$ cat config.mk
export PLATFORM = sky130hd
export DESIGN_NAME = rw_preamble_stream
export DESIGN_NICKNAME = d
export VERILOG_FILES = /design/src/rtl/rw_preamble_stream.sv
export SDC_FILE = /design/constraint.sdc
export NUM_CORES = 1
export LEC_CHECK = 0
export CORE_MARGIN = 2
export CORE_UTILIZATION = 45
export DETAILED_ROUTE_END_ITERATION = 8
export PLACE_DENSITY = 0.72
export SYNTH_ARGS = -nofsm -noshare
export SYNTH_HDL_FRONTEND = slang
export SYNTH_SLANG_ARGS = --single-unit
$ cat constraint.sdc
create_clock -name clk -period 2.7 [get_ports clk]
set_clock_uncertainty 0.05 [all_clocks]
set_input_delay 0.81 -clock clk [delete_from_list [all_inputs] [get_ports clk]]
set_output_delay 0.81 -clock clk [all_outputs]
set_load 0.1 [all_outputs]
$ cat src/rtl/rw_preamble_stream.sv
// Preamble generator followed by a valid/ready payload stream with a per-word transform.
// An optional payload frame length re-inserts the preamble every FRAME_LEN words.
module rw_preamble_stream #(
  parameter int unsigned W         = 8,
  parameter int unsigned PRE_LEN   = 4,
  parameter logic [63:0] PRE_SEED  = 64'hA5,
  parameter logic [63:0] PRE_STEP  = 64'h01,
  parameter int unsigned FRAME_LEN = 0
) (
  input  logic         clk,
  input  logic         rst,
  input  logic [W-1:0] __in0,
  input  logic         __in_valid,
  output logic         __in_ready,
  input  logic [1:0]   __mode,
  output logic [W-1:0] __out0,
  output logic         __out_valid,
  input  logic         __out_ready,
  output logic         __frame_start
);

  localparam int unsigned KW = $clog2(PRE_LEN + 1);
  localparam logic [KW-1:0] KLast = KW'(PRE_LEN - 1);
  localparam logic [15:0] PLast = 16'(FRAME_LEN - 1);

  localparam logic [0:0] StPre    = 1'b0;
  localparam logic [0:0] StStream = 1'b1;

  logic [0:0]    state_q, state_d;
  logic [KW-1:0] k_q, k_d;
  logic [15:0]   pcnt_q, pcnt_d;
  logic [W-1:0]  out_q, out_d;
  logic          valid_q, valid_d;
  logic          fs_q, fs_d;
  logic [W-1:0]  hold_q, hold_d;

  logic          load;
  logic [W-1:0]  pre_word;
  logic [W-1:0]  xform;

  assign load     = !valid_q || __out_ready;
  // Truncation to W bits gives the mod 2^W wrap.
  assign pre_word = PRE_SEED[W-1:0] + W'(k_q) * PRE_STEP[W-1:0];

  assign __in_ready    = (state_q == StStream) && load;
  assign __out0        = out_q;
  assign __out_valid   = valid_q;
  assign __frame_start = fs_q;

  always_comb begin
    xform = __in0;
    unique case (__mode)
      2'b00: xform = __in0;
      2'b01: xform = ~__in0;
      2'b10: xform = hold_q;
      2'b11: xform = '0;
      default: xform = __in0;
    endcase
  end

  always_comb begin
    state_d = state_q;
    k_d     = k_q;
    pcnt_d  = pcnt_q;
    out_d   = out_q;
    valid_d = valid_q;
    fs_d    = fs_q;
    hold_d  = hold_q;
    if (load) begin
      if (state_q == StPre) begin
        out_d   = pre_word;
        valid_d = 1'b1;
        fs_d    = (k_q == '0);
        if (k_q == KLast) begin
          state_d = StStream;
          k_d     = '0;
          pcnt_d  = '0;
        end else begin
          k_d = k_q + 1'b1;
        end
      end else if (__in_valid) begin
        out_d   = xform;
        valid_d = 1'b1;
        fs_d    = 1'b0;
        if (!__mode[1]) hold_d = xform;
        if (FRAME_LEN != 0 && pcnt_q == PLast) begin
          state_d = StPre;
          k_d     = '0;
        end else if (pcnt_q != 16'hFFFF) begin
          pcnt_d = pcnt_q + 16'd1;
        end
      end else begin
        valid_d = 1'b0;
        fs_d    = 1'b0;
      end
    end
  end

  always_ff @(posedge clk) begin
    if (!rst) begin
      state_q <= StPre;
      k_q     <= '0;
      pcnt_q  <= '0;
      out_q   <= '0;
      valid_q <= 1'b0;
      fs_q    <= 1'b0;
      hold_q  <= '0;
    end else begin
      state_q <= state_d;
      k_q     <= k_d;
      pcnt_q  <= pcnt_d;
      out_q   <= out_d;
      valid_q <= valid_d;
      fs_q    <= fs_d;
      hold_q  <= hold_d;
    end
  end

endmodule

==> flow_summary.toml, run 1 <==
[global_routing]
grt_pass1_vias = 995
antenna_found_initial = 0
grt_pass1_wl_mm = 4.24
grt_usage_pct = 19.4
grt_max_degree = 22
grt-ovfl-total = 0

[cells_and_area]
seqCellArea_um2 = 440
multiInputGateArea_um2 = 639
n_antenna_cell = 0
syn2layout_area_growth_pct = 24.5
mostFrequentLayoutCells = "22 x dfxtp_1, 16 x buf_4, 13 x clkdlybuf4s50_1"
mostFrequentLayoutCell = "dfxtp_1"
layout.nets = 170
final_layout_size_suffix_gt1_share_pct = 16.0
nFillCells = 247

[place]
io_buffers = 24
dp_hpwl_mm = 1.90
finalWeightedCongestion = 0.746

[setup_path]
rr_worst_depth = 3
worstSetupPathType = "in -> out"
startpoint = "__out_ready"
rrSetupSlack_ns = 1.04
cp.required_ns = 1.84
timing.rr.start = "state_q"
start_kind = "input pin"
cp-endpoint = "__in_ready"
r2r_end = "hold_q[5]"
path_max_fanout = 3
worst_ep_arrival_time_ns = 1.78
end_kind = "primary output"

[cts]
clockBufferDepth = 2
clk_pin_slew_worst_paths_ns = 0.12
clock_latency_ns = 0.30
cts_made_buffers = 3
cts_root_buf = "clkbuf_4"
h-tree-depth = 1
clock_sinks = 22
cts_tree = "built"
cts_setup_buffers = 0
cts_hold_buf = 0

[synth]
synth_seq_cells = 22
netlist.area_leader.share_pct = 38.2
avgSynthCellArea_um2 = 9.08
synth_top_area_cell = "dfxtp_1"
synth_fp_nets = 145
synthDistinctLibCells = 39
yosys_warnings = 0
synthTopCellsByArea = "dfxtp_1 38%, a31oi_1 4.3%, ha_1 4.3%, xnor2_1 3.8%, a21oi_1 3.5%"
synthCells = 127
netlist_area_um2 = 1150
synth-seq-area-share_pct = 38.2

[floorplan]
die_w_um = 54.6
fp.dieH_um = 54.6
fp.coreArea_um2 = 2450
row_count = 18
die_area_um2 = 2980
ios = 25
start_util_pct = 47.0

[power_and_ir_drop]
p_leak_nw = 0.527
power_w = 0.000741
power_density_nw_per_um2 = 516
ir_drop_mv = 0.285

[timing]
worstMarginPinSlew_ns = 0.595
worst_hold_slack_ns = 0.418
period_minus_slack_ns = 2.64
rsz0062_at_grt = "false"
fmax_mhz = 379
fin_crit_sh_pct = 97.8
finalSetupViolations = 0
relSlewSlack_pct = 60.3
hold_viol_final = 0
maxSlewViolCount = 0
tns_ns = 0

[route]
wl_per_cell_um = 14.4
drt_iter0_drc = 36
drtPass1Iterations = 4
drc_errors = 0
routed_wl_mm = 2.60
ant_nets = 0
vias_per_cell = 5.97
vias = 1074

[flow_run]
drv_cap = 0

[outcome]
outcome = "finished, final reports clean"

[hold_path]
min_path_type = "reg -> reg"
metrics by stage:
| step | util (%) | setup slack (ns) | std cells | area [um^2] |
|---|---|---|---|---|
| 6_report | 58.5 | 0.0607 | 180 | 1440 |
| 5_1_grt | 58.5 | 0.0161 | 180 | 1440 |
| 4_1_cts | 58.2 | 0.0118 | 180 | 1430 |
| 3_5_place_dp | 57.2 | 0.0164 | 177 | 1410 |
| 3_3_place_gp | 57.2 | 0.0576 | 177 | 1410 |
| 2_1_floorplan | - | 0.242 | 127 | 1150 |
timing repair:
action | 4_1_cts | 5_1_grt
setup endpoints to repair | 0 | 1
hold endpoints to repair | 0 | 0
resized for setup | 0 | 2
how the worst min path moves through the flow:
| stage | startpoint | to | slack (ns) | cells past startpoint |
|---|---|---|---|---|
| after floorplan | hold_q[4] | hold_q[4] | 0.40 | 2 |
| after global placement | __frame_start | __frame_start | 0.39 | 2 |
| after detailed placement | __frame_start | __frame_start | 0.40 | 2 |
| after CTS | __frame_start | __frame_start | 0.42 | 2 |
| after global routing | __frame_start | __frame_start | 0.46 | 2 |
| final | __frame_start | __frame_start | 0.42 | 2 |
registers in the layout (all words and copies together), names as in the netlist:
signal / flops
__out0: 8
hold_q: 8
state_q: 1
__frame_start: 1
__out_valid: 1
k_q: 3
report_power, final:
| part | switching (W) | internal, W | leakage (nW) | total (W) |
|---|---|---|---|---|
| registers | 0.0000156 | 0.000343 | 0.180 | 0.000359 |
| clock network | 0.0000983 | 0.0000521 | 0.0138 | 0.000150 |
| logic | 0.000155 | 0.0000765 | 0.333 | 0.000232 |
| total | 0.000269 | 0.000472 | 0.527 | 0.000741 |
synth_stat cells, drive strengths merged:
| master | instances |
|---|---|
| xnor2 | 5 |
| o31ai | 2 |
| o2111a | 1 |
| and2 | 2 |
| inv | 6 |
| a32o | 4 |
| nor2 | 2 |
| o311a | 1 |
| o211a | 1 |
| or4b | 1 |
| o221ai | 1 |
| xor2 | 3 |
| nand4 | 5 |
| a31oi | 8 |
| o2bb2ai | 1 |
| nor2b | 3 |
| a21oi | 8 |
| nand3 | 1 |
| nand3b | 5 |
| a211oi | 5 |
| or4 | 1 |
| a21o | 1 |
| buf | 7 |
| nand2 | 4 |
| a22oi | 1 |
| a2111oi | 1 |
| ha | 4 |
| nor3 | 3 |
| dfxtp | 22 |
| o211ai | 4 |
| clkbuf | 3 |
| o21ai | 7 |
| or2b | 2 |
| clkinv | 1 |
| nand2b | 1 |
worst max-delay path, cell delays in order:
cell             delay, ns
clkdlybuf4s50_1       0.50
nand2b_4              0.14
and2_4                0.16
buf_12                0.17
final cells by class:
class                   instances  share of cell area, %
multi-input cells              88                   44.5
inverters                       7                   1.83
repair buffers                 30                   18.8
well taps                      30                   2.61
flip-flops and latches         22                   30.7
clock buffers                   3                   1.57
logic make-up after synthesis:
| group | Yosys count | synth area share [%] |
|---|---|---|
| fa+ha+maj | 4 | 4.34 |
| xor+xnor | 8 | 6.07 |
| flops | 22 | 38.2 |
| compound gates | 46 | 27.8 |
| buf+inv | 17 | 7.27 |
| simple gates | 30 | 16.4 |
per-layer routing:
metal | GRT usage, % | vias to the layer above | share of wire [%]
met4 | 7.08 | 0 | 1.0
met5 | 0 | - | 0
met2 | 33.9 | 32 | 50
met1 | 23.7 | 509 | 45
li1 | - | 529 | -
met3 | 3.01 | 4 | 4.7
(Power assumes the default switching activity.)
==> inputs of run 2 (changes only) <==
TNS_END_PERCENT = 5   (was not set)
==> results of run 2 <==
Same layout as run 1: the final DEF is identical, and so are final timing and power.
